<file path="src/rtl/axi_arb2_if.sv">
// AXI bus bundle shared by the two-port arbiter and its neighbours.
// Modport names describe what the port faces:
//   master - the port faces an upstream AXI master, so requests (AW/W/AR)
//            arrive as inputs and responses (B/R) leave as outputs.
//   slave  - the port faces a downstream AXI slave, so requests leave as
//            outputs and responses arrive as inputs.
interface axi_bus_t;
    logic [15:0] awid;
    logic [31:0] awaddr;
    logic [7:0]  awlen;
    logic [2:0]  awsize;
    logic [1:0]  awburst;
    logic        awvalid;
    logic        awready;

    logic [31:0] wdata;
    logic [3:0]  wstrb;
    logic        wlast;
    logic        wvalid;
    logic        wready;

    logic [15:0] bid;
    logic [1:0]  bresp;
    logic        bvalid;
    logic        bready;

    logic [15:0] arid;
    logic [31:0] araddr;
    logic [7:0]  arlen;
    logic [2:0]  arsize;
    logic [1:0]  arburst;
    logic        arvalid;
    logic        arready;

    logic [15:0] rid;
    logic [31:0] rdata;
    logic [1:0]  rresp;
    logic        rlast;
    logic        rvalid;
    logic        rready;

    modport master (
        input  awid, awaddr, awlen, awsize, awburst, awvalid,
        output awready,
        input  wdata, wstrb, wlast, wvalid,
        output wready,
        output bid, bresp, bvalid,
        input  bready,
        input  arid, araddr, arlen, arsize, arburst, arvalid,
        output arready,
        output rid, rdata, rresp, rlast, rvalid,
        input  rready
    );

    modport slave (
        output awid, awaddr, awlen, awsize, awburst, awvalid,
        input  awready,
        output wdata, wstrb, wlast, wvalid,
        input  wready,
        input  bid, bresp, bvalid,
        output bready,
        output arid, araddr, arlen, arsize, arburst, arvalid,
        input  arready,
        input  rid, rdata, rresp, rlast, rvalid,
        output rready
    );
endinterface

</file>
<file path="src/rtl/axi_arb2.sv">
// Two-to-one AXI arbiter. AW and AR are granted round-robin with a grant
// lock that holds the selection stable while the downstream stalls. The
// granted port number is carried in ID bit 15 downstream, so B and R route
// back without any per-transaction tracking. W beats follow AW grant order
// through a small write-order FIFO of port bits.
module axi_arb2 #(
    parameter int WO_LD = 3
) (
    input  logic     clk,
    input  logic     rst_n,
    axi_bus_t.master axi_s0,
    axi_bus_t.master axi_s1,
    axi_bus_t.slave  axi_m
);

    localparam int WO_DEPTH = 1 << WO_LD;

    // Pointer port wins if it is requesting, otherwise the other port.
    function automatic logic rr_pick(input logic ptr, input logic v0, input logic v1);
        return ptr ? v1 : ~v0;
    endfunction

    // ------------------------------------------------------------------
    // AR channel
    // ------------------------------------------------------------------
    logic ar_ptr;
    logic ar_lock;
    logic ar_lock_port;
    logic ar_sel;
    logic ar_hs;

    assign ar_sel = ar_lock ? ar_lock_port
                            : rr_pick(ar_ptr, axi_s0.arvalid, axi_s1.arvalid);

    assign axi_m.arvalid = axi_s0.arvalid | axi_s1.arvalid;
    assign axi_m.arid    = {ar_sel, ar_sel ? axi_s1.arid[14:0] : axi_s0.arid[14:0]};
    assign axi_m.araddr  = ar_sel ? axi_s1.araddr  : axi_s0.araddr;
    assign axi_m.arlen   = ar_sel ? axi_s1.arlen   : axi_s0.arlen;
    assign axi_m.arsize  = ar_sel ? axi_s1.arsize  : axi_s0.arsize;
    assign axi_m.arburst = ar_sel ? axi_s1.arburst : axi_s0.arburst;

    assign ar_hs = axi_m.arvalid & axi_m.arready;

    assign axi_s0.arready = ar_hs & ~ar_sel & axi_s0.arvalid;
    assign axi_s1.arready = ar_hs &  ar_sel & axi_s1.arvalid;

    // AR grant lock while stalled; rotate the pointer past the winner on handshake.
    always_ff @(posedge clk or negedge rst_n) begin
        if (!rst_n) begin
            ar_ptr       <= 1'b0;
            ar_lock      <= 1'b0;
            ar_lock_port <= 1'b0;
        end else if (ar_hs) begin
            ar_lock <= 1'b0;
            ar_ptr  <= ~ar_sel;
        end else if (axi_m.arvalid) begin
            ar_lock      <= 1'b1;
            ar_lock_port <= ar_sel;
        end
    end

    // ------------------------------------------------------------------
    // Write-order FIFO: one port bit per granted AW whose W burst is open
    // ------------------------------------------------------------------
    logic [WO_LD:0] wo_wr;
    logic [WO_LD:0] wo_rd;
    logic           wo_mem [WO_DEPTH];
    logic           wo_empty;
    logic           wo_full;
    logic           wo_head;
    logic           wo_push;
    logic           wo_pop;

    assign wo_empty = (wo_wr == wo_rd);
    assign wo_full  = (wo_wr[WO_LD] != wo_rd[WO_LD]) &&
                      (wo_wr[WO_LD-1:0] == wo_rd[WO_LD-1:0]);
    assign wo_head  = wo_mem[wo_rd[WO_LD-1:0]];

    // ------------------------------------------------------------------
    // AW channel
    // ------------------------------------------------------------------
    logic aw_ptr;
    logic aw_lock;
    logic aw_lock_port;
    logic aw_sel;
    logic aw_any;
    logic aw_hs;

    assign aw_any = axi_s0.awvalid | axi_s1.awvalid;
    assign aw_sel = aw_lock ? aw_lock_port
                            : rr_pick(aw_ptr, axi_s0.awvalid, axi_s1.awvalid);

    // A full order FIFO holds the AW back; nothing else would remember which
    // port owns the next W burst.
    assign axi_m.awvalid = aw_any & ~wo_full;
    assign axi_m.awid    = {aw_sel, aw_sel ? axi_s1.awid[14:0] : axi_s0.awid[14:0]};
    assign axi_m.awaddr  = aw_sel ? axi_s1.awaddr  : axi_s0.awaddr;
    assign axi_m.awlen   = aw_sel ? axi_s1.awlen   : axi_s0.awlen;
    assign axi_m.awsize  = aw_sel ? axi_s1.awsize  : axi_s0.awsize;
    assign axi_m.awburst = aw_sel ? axi_s1.awburst : axi_s0.awburst;

    assign aw_hs = axi_m.awvalid & axi_m.awready;

    assign axi_s0.awready = aw_hs & ~aw_sel & axi_s0.awvalid;
    assign axi_s1.awready = aw_hs &  aw_sel & axi_s1.awvalid;

    // AW grant lock; also taken while blocked on a full FIFO so the grant
    // cannot move under a waiting request.
    always_ff @(posedge clk or negedge rst_n) begin
        if (!rst_n) begin
            aw_ptr       <= 1'b0;
            aw_lock      <= 1'b0;
            aw_lock_port <= 1'b0;
        end else if (aw_hs) begin
            aw_lock <= 1'b0;
            aw_ptr  <= ~aw_sel;
        end else if (aw_any) begin
            aw_lock      <= 1'b1;
            aw_lock_port <= aw_sel;
        end
    end

    // ------------------------------------------------------------------
    // W steering
    // ------------------------------------------------------------------
    assign axi_m.wdata  = wo_head ? axi_s1.wdata : axi_s0.wdata;
    assign axi_m.wstrb  = wo_head ? axi_s1.wstrb : axi_s0.wstrb;
    assign axi_m.wlast  = wo_head ? axi_s1.wlast : axi_s0.wlast;
    assign axi_m.wvalid = ~wo_empty & (wo_head ? axi_s1.wvalid : axi_s0.wvalid);

    assign axi_s0.wready = ~wo_empty & ~wo_head & axi_m.wready;
    assign axi_s1.wready = ~wo_empty &  wo_head & axi_m.wready;

    assign wo_push = aw_hs;
    assign wo_pop  = axi_m.wvalid & axi_m.wready & axi_m.wlast;

    // Order FIFO pointers; push and pop in one cycle leave occupancy unchanged.
    always_ff @(posedge clk or negedge rst_n) begin
        if (!rst_n) begin
            wo_wr <= '0;
            wo_rd <= '0;
        end else begin
            if (wo_push) begin
                wo_wr <= wo_wr + 1'b1;
            end
            if (wo_pop) begin
                wo_rd <= wo_rd + 1'b1;
            end
        end
    end

    // Order FIFO storage: record the granted port at the write slot.
    always_ff @(posedge clk or negedge rst_n) begin
        if (!rst_n) begin
            for (int i = 0; i < WO_DEPTH; i++) begin
                wo_mem[i] <= 1'b0;
            end
        end else if (wo_push) begin
            wo_mem[wo_wr[WO_LD-1:0]] <= aw_sel;
        end
    end

    // ------------------------------------------------------------------
    // B routing by returned ID tag
    // ------------------------------------------------------------------
    logic b_port;

    assign b_port = axi_m.bid[15];

    assign axi_s0.bid    = {1'b0, axi_m.bid[14:0]};
    assign axi_s1.bid    = {1'b0, axi_m.bid[14:0]};
    assign axi_s0.bresp  = axi_m.bresp;
    assign axi_s1.bresp  = axi_m.bresp;
    assign axi_s0.bvalid = axi_m.bvalid & ~b_port;
    assign axi_s1.bvalid = axi_m.bvalid &  b_port;
    assign axi_m.bready  = b_port ? axi_s1.bready : axi_s0.bready;

    // ------------------------------------------------------------------
    // R routing by returned ID tag
    // ------------------------------------------------------------------
    logic r_port;

    assign r_port = axi_m.rid[15];

    assign axi_s0.rid    = {1'b0, axi_m.rid[14:0]};
    assign axi_s1.rid    = {1'b0, axi_m.rid[14:0]};
    assign axi_s0.rdata  = axi_m.rdata;
    assign axi_s1.rdata  = axi_m.rdata;
    assign axi_s0.rresp  = axi_m.rresp;
    assign axi_s1.rresp  = axi_m.rresp;
    assign axi_s0.rlast  = axi_m.rlast;
    assign axi_s1.rlast  = axi_m.rlast;
    assign axi_s0.rvalid = axi_m.rvalid & ~r_port;
    assign axi_s1.rvalid = axi_m.rvalid &  r_port;
    assign axi_m.rready  = r_port ? axi_s1.rready : axi_s0.rready;

endmodule

</file>
<file path="src/flat_wrapper.sv">
// flat-port wrapper written by rule: the top's interface ports become plain ports
module axi_arb2_flat 
#(
    parameter int WO_LD = 3
)
  (clk, rst_n, axi_s0_awid, axi_s0_awaddr, axi_s0_awlen, axi_s0_awsize, axi_s0_awburst, axi_s0_awvalid, axi_s0_awready, axi_s0_wdata, axi_s0_wstrb, axi_s0_wlast, axi_s0_wvalid, axi_s0_wready, axi_s0_bid, axi_s0_bresp, axi_s0_bvalid, axi_s0_bready, axi_s0_arid, axi_s0_araddr, axi_s0_arlen, axi_s0_arsize, axi_s0_arburst, axi_s0_arvalid, axi_s0_arready, axi_s0_rid, axi_s0_rdata, axi_s0_rresp, axi_s0_rlast, axi_s0_rvalid, axi_s0_rready, axi_s1_awid, axi_s1_awaddr, axi_s1_awlen, axi_s1_awsize, axi_s1_awburst, axi_s1_awvalid, axi_s1_awready, axi_s1_wdata, axi_s1_wstrb, axi_s1_wlast, axi_s1_wvalid, axi_s1_wready, axi_s1_bid, axi_s1_bresp, axi_s1_bvalid, axi_s1_bready, axi_s1_arid, axi_s1_araddr, axi_s1_arlen, axi_s1_arsize, axi_s1_arburst, axi_s1_arvalid, axi_s1_arready, axi_s1_rid, axi_s1_rdata, axi_s1_rresp, axi_s1_rlast, axi_s1_rvalid, axi_s1_rready, axi_m_awid, axi_m_awaddr, axi_m_awlen, axi_m_awsize, axi_m_awburst, axi_m_awvalid, axi_m_awready, axi_m_wdata, axi_m_wstrb, axi_m_wlast, axi_m_wvalid, axi_m_wready, axi_m_bid, axi_m_bresp, axi_m_bvalid, axi_m_bready, axi_m_arid, axi_m_araddr, axi_m_arlen, axi_m_arsize, axi_m_arburst, axi_m_arvalid, axi_m_arready, axi_m_rid, axi_m_rdata, axi_m_rresp, axi_m_rlast, axi_m_rvalid, axi_m_rready);
  axi_bus_t axi_s0_i ();
  axi_bus_t axi_s1_i ();
  axi_bus_t axi_m_i ();
  input  logic clk;
  input  logic rst_n;
  input wire logic [$bits(axi_s0_i.awid)-1:0] axi_s0_awid;
  input wire logic [$bits(axi_s0_i.awaddr)-1:0] axi_s0_awaddr;
  input wire logic [$bits(axi_s0_i.awlen)-1:0] axi_s0_awlen;
  input wire logic [$bits(axi_s0_i.awsize)-1:0] axi_s0_awsize;
  input wire logic [$bits(axi_s0_i.awburst)-1:0] axi_s0_awburst;
  input wire logic [$bits(axi_s0_i.awvalid)-1:0] axi_s0_awvalid;
  output wire logic [$bits(axi_s0_i.awready)-1:0] axi_s0_awready;
  input wire logic [$bits(axi_s0_i.wdata)-1:0] axi_s0_wdata;
  input wire logic [$bits(axi_s0_i.wstrb)-1:0] axi_s0_wstrb;
  input wire logic [$bits(axi_s0_i.wlast)-1:0] axi_s0_wlast;
  input wire logic [$bits(axi_s0_i.wvalid)-1:0] axi_s0_wvalid;
  output wire logic [$bits(axi_s0_i.wready)-1:0] axi_s0_wready;
  output wire logic [$bits(axi_s0_i.bid)-1:0] axi_s0_bid;
  output wire logic [$bits(axi_s0_i.bresp)-1:0] axi_s0_bresp;
  output wire logic [$bits(axi_s0_i.bvalid)-1:0] axi_s0_bvalid;
  input wire logic [$bits(axi_s0_i.bready)-1:0] axi_s0_bready;
  input wire logic [$bits(axi_s0_i.arid)-1:0] axi_s0_arid;
  input wire logic [$bits(axi_s0_i.araddr)-1:0] axi_s0_araddr;
  input wire logic [$bits(axi_s0_i.arlen)-1:0] axi_s0_arlen;
  input wire logic [$bits(axi_s0_i.arsize)-1:0] axi_s0_arsize;
  input wire logic [$bits(axi_s0_i.arburst)-1:0] axi_s0_arburst;
  input wire logic [$bits(axi_s0_i.arvalid)-1:0] axi_s0_arvalid;
  output wire logic [$bits(axi_s0_i.arready)-1:0] axi_s0_arready;
  output wire logic [$bits(axi_s0_i.rid)-1:0] axi_s0_rid;
  output wire logic [$bits(axi_s0_i.rdata)-1:0] axi_s0_rdata;
  output wire logic [$bits(axi_s0_i.rresp)-1:0] axi_s0_rresp;
  output wire logic [$bits(axi_s0_i.rlast)-1:0] axi_s0_rlast;
  output wire logic [$bits(axi_s0_i.rvalid)-1:0] axi_s0_rvalid;
  input wire logic [$bits(axi_s0_i.rready)-1:0] axi_s0_rready;
  input wire logic [$bits(axi_s1_i.awid)-1:0] axi_s1_awid;
  input wire logic [$bits(axi_s1_i.awaddr)-1:0] axi_s1_awaddr;
  input wire logic [$bits(axi_s1_i.awlen)-1:0] axi_s1_awlen;
  input wire logic [$bits(axi_s1_i.awsize)-1:0] axi_s1_awsize;
  input wire logic [$bits(axi_s1_i.awburst)-1:0] axi_s1_awburst;
  input wire logic [$bits(axi_s1_i.awvalid)-1:0] axi_s1_awvalid;
  output wire logic [$bits(axi_s1_i.awready)-1:0] axi_s1_awready;
  input wire logic [$bits(axi_s1_i.wdata)-1:0] axi_s1_wdata;
  input wire logic [$bits(axi_s1_i.wstrb)-1:0] axi_s1_wstrb;
  input wire logic [$bits(axi_s1_i.wlast)-1:0] axi_s1_wlast;
  input wire logic [$bits(axi_s1_i.wvalid)-1:0] axi_s1_wvalid;
  output wire logic [$bits(axi_s1_i.wready)-1:0] axi_s1_wready;
  output wire logic [$bits(axi_s1_i.bid)-1:0] axi_s1_bid;
  output wire logic [$bits(axi_s1_i.bresp)-1:0] axi_s1_bresp;
  output wire logic [$bits(axi_s1_i.bvalid)-1:0] axi_s1_bvalid;
  input wire logic [$bits(axi_s1_i.bready)-1:0] axi_s1_bready;
  input wire logic [$bits(axi_s1_i.arid)-1:0] axi_s1_arid;
  input wire logic [$bits(axi_s1_i.araddr)-1:0] axi_s1_araddr;
  input wire logic [$bits(axi_s1_i.arlen)-1:0] axi_s1_arlen;
  input wire logic [$bits(axi_s1_i.arsize)-1:0] axi_s1_arsize;
  input wire logic [$bits(axi_s1_i.arburst)-1:0] axi_s1_arburst;
  input wire logic [$bits(axi_s1_i.arvalid)-1:0] axi_s1_arvalid;
  output wire logic [$bits(axi_s1_i.arready)-1:0] axi_s1_arready;
  output wire logic [$bits(axi_s1_i.rid)-1:0] axi_s1_rid;
  output wire logic [$bits(axi_s1_i.rdata)-1:0] axi_s1_rdata;
  output wire logic [$bits(axi_s1_i.rresp)-1:0] axi_s1_rresp;
  output wire logic [$bits(axi_s1_i.rlast)-1:0] axi_s1_rlast;
  output wire logic [$bits(axi_s1_i.rvalid)-1:0] axi_s1_rvalid;
  input wire logic [$bits(axi_s1_i.rready)-1:0] axi_s1_rready;
  output wire logic [$bits(axi_m_i.awid)-1:0] axi_m_awid;
  output wire logic [$bits(axi_m_i.awaddr)-1:0] axi_m_awaddr;
  output wire logic [$bits(axi_m_i.awlen)-1:0] axi_m_awlen;
  output wire logic [$bits(axi_m_i.awsize)-1:0] axi_m_awsize;
  output wire logic [$bits(axi_m_i.awburst)-1:0] axi_m_awburst;
  output wire logic [$bits(axi_m_i.awvalid)-1:0] axi_m_awvalid;
  input wire logic [$bits(axi_m_i.awready)-1:0] axi_m_awready;
  output wire logic [$bits(axi_m_i.wdata)-1:0] axi_m_wdata;
  output wire logic [$bits(axi_m_i.wstrb)-1:0] axi_m_wstrb;
  output wire logic [$bits(axi_m_i.wlast)-1:0] axi_m_wlast;
  output wire logic [$bits(axi_m_i.wvalid)-1:0] axi_m_wvalid;
  input wire logic [$bits(axi_m_i.wready)-1:0] axi_m_wready;
  input wire logic [$bits(axi_m_i.bid)-1:0] axi_m_bid;
  input wire logic [$bits(axi_m_i.bresp)-1:0] axi_m_bresp;
  input wire logic [$bits(axi_m_i.bvalid)-1:0] axi_m_bvalid;
  output wire logic [$bits(axi_m_i.bready)-1:0] axi_m_bready;
  output wire logic [$bits(axi_m_i.arid)-1:0] axi_m_arid;
  output wire logic [$bits(axi_m_i.araddr)-1:0] axi_m_araddr;
  output wire logic [$bits(axi_m_i.arlen)-1:0] axi_m_arlen;
  output wire logic [$bits(axi_m_i.arsize)-1:0] axi_m_arsize;
  output wire logic [$bits(axi_m_i.arburst)-1:0] axi_m_arburst;
  output wire logic [$bits(axi_m_i.arvalid)-1:0] axi_m_arvalid;
  input wire logic [$bits(axi_m_i.arready)-1:0] axi_m_arready;
  input wire logic [$bits(axi_m_i.rid)-1:0] axi_m_rid;
  input wire logic [$bits(axi_m_i.rdata)-1:0] axi_m_rdata;
  input wire logic [$bits(axi_m_i.rresp)-1:0] axi_m_rresp;
  input wire logic [$bits(axi_m_i.rlast)-1:0] axi_m_rlast;
  input wire logic [$bits(axi_m_i.rvalid)-1:0] axi_m_rvalid;
  output wire logic [$bits(axi_m_i.rready)-1:0] axi_m_rready;
  assign axi_s0_i.awid = axi_s0_awid;
  assign axi_s0_i.awaddr = axi_s0_awaddr;
  assign axi_s0_i.awlen = axi_s0_awlen;
  assign axi_s0_i.awsize = axi_s0_awsize;
  assign axi_s0_i.awburst = axi_s0_awburst;
  assign axi_s0_i.awvalid = axi_s0_awvalid;
  assign axi_s0_awready = axi_s0_i.awready;
  assign axi_s0_i.wdata = axi_s0_wdata;
  assign axi_s0_i.wstrb = axi_s0_wstrb;
  assign axi_s0_i.wlast = axi_s0_wlast;
  assign axi_s0_i.wvalid = axi_s0_wvalid;
  assign axi_s0_wready = axi_s0_i.wready;
  assign axi_s0_bid = axi_s0_i.bid;
  assign axi_s0_bresp = axi_s0_i.bresp;
  assign axi_s0_bvalid = axi_s0_i.bvalid;
  assign axi_s0_i.bready = axi_s0_bready;
  assign axi_s0_i.arid = axi_s0_arid;
  assign axi_s0_i.araddr = axi_s0_araddr;
  assign axi_s0_i.arlen = axi_s0_arlen;
  assign axi_s0_i.arsize = axi_s0_arsize;
  assign axi_s0_i.arburst = axi_s0_arburst;
  assign axi_s0_i.arvalid = axi_s0_arvalid;
  assign axi_s0_arready = axi_s0_i.arready;
  assign axi_s0_rid = axi_s0_i.rid;
  assign axi_s0_rdata = axi_s0_i.rdata;
  assign axi_s0_rresp = axi_s0_i.rresp;
  assign axi_s0_rlast = axi_s0_i.rlast;
  assign axi_s0_rvalid = axi_s0_i.rvalid;
  assign axi_s0_i.rready = axi_s0_rready;
  assign axi_s1_i.awid = axi_s1_awid;
  assign axi_s1_i.awaddr = axi_s1_awaddr;
  assign axi_s1_i.awlen = axi_s1_awlen;
  assign axi_s1_i.awsize = axi_s1_awsize;
  assign axi_s1_i.awburst = axi_s1_awburst;
  assign axi_s1_i.awvalid = axi_s1_awvalid;
  assign axi_s1_awready = axi_s1_i.awready;
  assign axi_s1_i.wdata = axi_s1_wdata;
  assign axi_s1_i.wstrb = axi_s1_wstrb;
  assign axi_s1_i.wlast = axi_s1_wlast;
  assign axi_s1_i.wvalid = axi_s1_wvalid;
  assign axi_s1_wready = axi_s1_i.wready;
  assign axi_s1_bid = axi_s1_i.bid;
  assign axi_s1_bresp = axi_s1_i.bresp;
  assign axi_s1_bvalid = axi_s1_i.bvalid;
  assign axi_s1_i.bready = axi_s1_bready;
  assign axi_s1_i.arid = axi_s1_arid;
  assign axi_s1_i.araddr = axi_s1_araddr;
  assign axi_s1_i.arlen = axi_s1_arlen;
  assign axi_s1_i.arsize = axi_s1_arsize;
  assign axi_s1_i.arburst = axi_s1_arburst;
  assign axi_s1_i.arvalid = axi_s1_arvalid;
  assign axi_s1_arready = axi_s1_i.arready;
  assign axi_s1_rid = axi_s1_i.rid;
  assign axi_s1_rdata = axi_s1_i.rdata;
  assign axi_s1_rresp = axi_s1_i.rresp;
  assign axi_s1_rlast = axi_s1_i.rlast;
  assign axi_s1_rvalid = axi_s1_i.rvalid;
  assign axi_s1_i.rready = axi_s1_rready;
  assign axi_m_awid = axi_m_i.awid;
  assign axi_m_awaddr = axi_m_i.awaddr;
  assign axi_m_awlen = axi_m_i.awlen;
  assign axi_m_awsize = axi_m_i.awsize;
  assign axi_m_awburst = axi_m_i.awburst;
  assign axi_m_awvalid = axi_m_i.awvalid;
  assign axi_m_i.awready = axi_m_awready;
  assign axi_m_wdata = axi_m_i.wdata;
  assign axi_m_wstrb = axi_m_i.wstrb;
  assign axi_m_wlast = axi_m_i.wlast;
  assign axi_m_wvalid = axi_m_i.wvalid;
  assign axi_m_i.wready = axi_m_wready;
  assign axi_m_i.bid = axi_m_bid;
  assign axi_m_i.bresp = axi_m_bresp;
  assign axi_m_i.bvalid = axi_m_bvalid;
  assign axi_m_bready = axi_m_i.bready;
  assign axi_m_arid = axi_m_i.arid;
  assign axi_m_araddr = axi_m_i.araddr;
  assign axi_m_arlen = axi_m_i.arlen;
  assign axi_m_arsize = axi_m_i.arsize;
  assign axi_m_arburst = axi_m_i.arburst;
  assign axi_m_arvalid = axi_m_i.arvalid;
  assign axi_m_i.arready = axi_m_arready;
  assign axi_m_i.rid = axi_m_rid;
  assign axi_m_i.rdata = axi_m_rdata;
  assign axi_m_i.rresp = axi_m_rresp;
  assign axi_m_i.rlast = axi_m_rlast;
  assign axi_m_i.rvalid = axi_m_rvalid;
  assign axi_m_rready = axi_m_i.rready;
  axi_arb2 #(.WO_LD(WO_LD)) u_core (.clk(clk), .rst_n(rst_n), .axi_s0(axi_s0_i), .axi_s1(axi_s1_i), .axi_m(axi_m_i));
endmodule
</file>
<file path="config.mk">
export PLATFORM = sky130hd
export DESIGN_NAME = axi_arb2_flat
export DESIGN_NICKNAME = d
export VERILOG_FILES = /design/src/rtl/axi_arb2_if.sv /design/src/rtl/axi_arb2.sv /design/src/flat_wrapper.sv
export SDC_FILE = /design/constraint.sdc
export NUM_CORES = 1
export LEC_CHECK = 0
export BUFFER_PORTS_ARGS = -buffer_cell sky130_fd_sc_hd__buf_4
export CAP_MARGIN = 20
export CORE_AREA = 2 2 278 280
export CTS_BUF_LIST = sky130_fd_sc_hd__clkbuf_4
export DETAILED_ROUTE_END_ITERATION = 10
export DIE_AREA = 0 0 280 282
export HOLD_SLACK_MARGIN = 0.06
export PLACE_DENSITY = 0.3
export RECOVER_POWER = 100
export SYNTH_ARGS = -nofsm -noshare
export SYNTH_HDL_FRONTEND = slang
export SYNTH_SLANG_ARGS = --single-unit
export TNS_END_PERCENT = 5
</file>
<file path="constraint.sdc">
create_clock -name clk -period 3 [get_ports clk]
set_input_delay 0.75 -clock clk [delete_from_list [all_inputs] [get_ports clk]]
set_output_delay 0.75 -clock clk [all_outputs]
set_load 0.02 [all_outputs]
</file>
[After elaboration in Yosys (flattened, before gate mapping)]
Cells that the tools add are included.
Widths: inputs -> output; s select.
Word-level totals
  bits in registers: 22
  logic and storage cells: 97
  input port bits: 404
  output and inout bits: 312
Cells by class
  equality and inequality tests: 3
  muxes and demuxes: 30
  $lt $le $gt $ge: 3
  reduce and logical (&&, ||, !) cells: 6
  add/subtract/negate cells: 2
  bitwise operators: 37
Operators by type and width (count)
  $mux 32: 3
  $mux 15: 2
  $and 1x1->1: 22
  $mux 8: 2
  $mux 1: 15
  $not 1->1: 11
  $add 4x1->4 const B: 2
  $bwmux 8: 1
  $ge 4x4->1 const B: 2
  $not 3->4: 2
  $mux 3: 2
  $eq 4x4->1: 1
  $lt 4x1->1 const B: 1
  $mux 2: 2
  $mux 4: 1
  $reduce_and 2->1: 2
  $reduce_bool 2->1: 2
  $bmux 1 s3: 1
  $demux 1 s3: 1
  $eq 3x3->1: 1
  $logic_and 1x1->1: 2
  $or 1x1->1: 2
  $ne 1x1->1: 1

[Depth between registers and ports, before layout]
  word-level depth: 8
  gate-level depth with buffers: 7
  depth with buffers taken out: 5

[Least setup slack after synthesis]
OpenSTA, ideal clock, no wires.
  path kind: input port to output port
  start point: input port axi_s0_awvalid
  end point: output port axi_m_awid[10]
  data arrival time: 2.012 ns
  cell stages on the path: 5
  buffers on the path: 1
  setup slack: 0.238 ns
  required time: 2.250 ns
  cells stage by stage: inv_1 mux2i_1 o21ai_1 clkbuf_1 mux2_2
Between the ends
  cells in the longest elaborated chain, start to end: 4
Ends and longest elaborated chain
  start, declared: RTL line flat_wrapper.sv:17  | input wire logic [$bits(axi_s0_i.awvalid)-1:0] axi_s0_awvalid;
  $not 1->1: RTL line axi_arb2.sv:20  | return ptr ? v1 : ~v0;
  $mux 1: RTL line axi_arb2.sv:20
  $mux 1: RTL line axi_arb2.sv:90  | assign aw_sel = aw_lock ? aw_lock_port
  $mux 15: RTL line axi_arb2.sv:96  | assign axi_m.awid = {aw_sel, aw_sel ? axi_s1.awid[14:0] : axi_s0.awid[14:0]};
  end, declared: RTL line flat_wrapper.sv:70  | output wire logic [$bits(axi_m_i.awid)-1:0] axi_m_awid;
No other way between the ends.

[Worst setup path in the final report]
  start point: register u_core.wo_rd[0]
  end point: output port axi_m_wdata[14]
Between the ends
  cells in the longest elaborated chain, start to end: 5
Ends and longest elaborated chain
  start, declared: RTL line axi_arb2.sv:66  | logic [WO_LD:0] wo_rd;
  start signal, assigned: RTL line axi_arb2.sv:147  | wo_rd <= wo_rd + 1'b1;
  $not 3->4 (not written as such): RTL line axi_arb2.sv:77  | assign wo_head = wo_mem[wo_rd[WO_LD-1:0]];
  $bmux 1 s3: RTL line axi_arb2.sv:77
  $mux 1 (not written as such) (2 in series): RTL line axi_arb2.sv:77
  $mux 32: RTL line axi_arb2.sv:126  | assign axi_m.wdata = wo_head ? axi_s1.wdata : axi_s0.wdata;
  end, declared: RTL line flat_wrapper.sv:77  | output wire logic [$bits(axi_m_i.wdata)-1:0] axi_m_wdata;
No other way between the ends. The select of a mux whose other input is x is not followed.

==> impl_metrics.toml <==
[floorplanning]
rows = 101
initial_core_util = 0.0550
die_w_um = 280
fp.dieH_um = 282
coreArea_sq_um = 75700
die_area_sq_um = 79000
ios = 716

[place]
dp_hpwl_mm = 19.1
dp.cells = 1776
place.gp.congestion = 0.751
dpl_cell_area_sq_um = 8320
pre_cts_ws_ps = 96.2
port_buffers = 506

[clock_network]
path_clk_slew_ps = 170
clock_latency_ps = 360
cts_hold_buf = 0
cts_root_buf = "clkbuf_4"
cts_buffer_depth = 2
cts_made_buffers = 3
cts_sinks = 22
cts_tree = "built"
htree_levels = 1

[grt]
grt_max_degree = 26
track_usage = 0.0486
grt_pass1_vias = 4770
grt_pass1_wl_mm = 28.7
grt.overflow.total = 0
antenna_found_initial = 0

[worst_setup_path]
r2r-start = "u_core.wo_rd[0]$_DFFE_PN0P_"
crit_path_end_kind = "primary output"
startpoint_type = "flip-flop"
slowest_stage = "mux4_2"
critPathMaxFanout = 11
worstPathRequired_ps = 2250
ff2ff_setup_slack_ps = 530
critical_path_class = "flip-flop to primary output"
path_cells = "mux4_2, mux2i_4, buf_12, buf_6, mux2_2, buf_4"
timing.critical_path.slowest_cell_delay_ps = 550
reg2reg_depth = 7
cp-endpoint = "axi_m_wdata[14]"
timing.rr.end = "u_core.wo_rd[1]$_DFFE_PN0P_"
crit_path_start = "u_core.wo_rd[0]$_DFFE_PN0P_"
worstPathArrival_ps = 2380

[power_and_ir_drop]
total_power_mw = 6.28
p_per_area_nw_per_um2 = 747
vdd_drop_max_v = 0.000264
p_leak_nw = 3.81

[timing]
hold_viol = 0
relSlewSlack = 0.00798
fin_hold_ws_ps = 498
setup_slack_ps = -128
setup_viol = 53
slew_viol_final = 0
finalClockSkew_ps = 25.3
finalCriticalPeriod_ps = 3130
tns_ps = -4300
worst_pin_slew_ps = 1490
grt_setup_unrepaired = "yes"
fin_crit_sh = 1.04
max_freq_mhz = 320

[cells_and_area]
area_growth_pct = 102
multi_input_area_sq_um = 2520
final_area_sq_um = 8410
utilization = 0.111
regArea_sq_um = 552
n_fill_cell = 8774
final_layout_size_suffix_gt1_frac = 0.821
layout.cells.non_filler = 1783
nNetsFinal = 1212
diodes = 0

[synthesis]
avgSynthCellArea_sq_um = 9.64
synth_top_area_share = 0.368
synthDistinctLibCells = 31
synth_top_area_cell = "mux2_2"
syn_area_sq_um = 4170
yosys-top-cells-area = "mux2_2, buf_4, dfrtp_1, mux2_1, buf_2"
synthesis.instances = 432
ys_seq_area_frac = 0.132
yosys_warnings = 0
synth_seq_cells = 22

[detailed_routing]
routed_wl_mm = 21.7
num_vias = 4475
wl_met2_mm = 11.5
avgViaCountPerCell = 2.51
detail_route.first_pass.iterations = 4
drtIter0Drc = 65
drc = 0
top_layer_used = "met4"
wl_per_cell_um = 12.1
route.met3.wl_mm = 2.35
ant_nets = 0
detail_route.wirelength.met1_mm = 7.32

[hold_path]
hold_class = "flip-flop to flip-flop"
holdCritStartpoint = "u_core.wo_rd[3]$_DFFE_PN0P_"

[flow_run]
drv_cap = 1

[outcome]
violations = "max-capacitance violations, negative setup slack"
status = "finished with violations"
==> what timing repair did <==
action,in CTS,in global routing
resized for setup,25,31
buffers inserted,0,2
gates cloned,0,1
endpoints found under the setup margin,40,40
==> Yosys cell counts, drive strengths merged <==
master	instances
a21o	1
a41oi	1
and2	3
and3	3
buf	159
clkbuf	4
conb	1
dfrtp	22
ha	2
inv	4
mux2	170
mux2i	5
mux4	2
nand2	15
nand3	3
nand4	2
nand4b	3
nor2	9
nor2b	2
nor3	3
nor3b	1
nor4	1
nor4b	2
o21ai	4
xnor2	8
xor2	2
==> worst max-delay path: cells and delay by family, from the launching register on <==
family	cells	cell delay (ps)
muxes	3	1080
buffers and inverters	3	480
DFF	1	450
==> state kept, by name, summed over array words and instances, names as in the netlist <==
name,flops
u_core.ar_ptr,1
u_core.aw_ptr,1
u_core.wo_rd,4
u_core.ar_lock,1
u_core.aw_lock_port,1
u_core.wo_mem,8
u_core.aw_lock,1
u_core.ar_lock_port,1
u_core.wo_wr,4
==> kinds of logic after synthesis <==
kind of cell / Yosys count / synth area share
AND/OR/NAND/NOR: 47 / 0.0613
other: 1 / 0.000900
AO/OA/AOI/OAI: 6 / 0.0105
XOR/XNOR: 10 / 0.0210
adder cells (fa/ha/maj): 2 / 0.00601
flip-flops: 22 / 0.132
multiplexers: 177 / 0.485
buffers and inverters: 167 / 0.283
==> final cells by class <==
cell class	instances	area share
multi-input combinational	246	0.300
timing repair buffer	529	0.480
inverter	4	0.00179
clock inverter	1	0.00357
clock buffer	3	0.00268
tap	978	0.146
sequential	22	0.0656
==> power by group <==
| part | total (mW) | internal, mW | switching [mW] |
|---|---|---|---|
| registers | 0.537 | 0.425 | 0.112 |
| logic | 5.48 | 2.90 | 2.58 |
| clock network | 0.261 | 0.135 | 0.126 |
| total | 6.28 | 3.46 | 2.82 |
==> worst min-delay path by stage <==
stage | end | cells after the start
floorplan | u_core.ar_lock$_DFFE_PN0P_ | 0
global route | u_core.wo_wr[3]$_DFFE_PN0P_ | 1
global placement | u_core.wo_mem[2]$_DFFE_PN0P_ | 1
finish | u_core.wo_rd[3]$_DFFE_PN0P_ | 1
detailed placement | u_core.wo_rd[3]$_DFFE_PN0P_ | 1
CTS | u_core.ar_ptr$_DFFE_PN0N_ | 1
==> placed cells by master (no fill, tap or decap), types with 8 or more instances in the layout <==
| cell | instances |
|---|---|
| xnor2_1 | 8 |
| nand2_1 | 15 |
| mux2_1 | 18 |
| clkbuf_1 | 29 |
| mux2_2 | 129 |
| dfrtp_1 | 21 |
| nor2_1 | 9 |
| buf_4 | 462 |
| mux2_4 | 23 |
| buf_6 | 23 |
==> layer usage <==
metal / track usage / vias up
met4: 0.0141 / 0
met2: 0.0927 / 333
met5: 0.00244 / -
met3: 0.0215 / 44
met1: 0.0466 / 2001
li1: - / 2097
No activity file was read; power rests on OpenSTA's default activity.
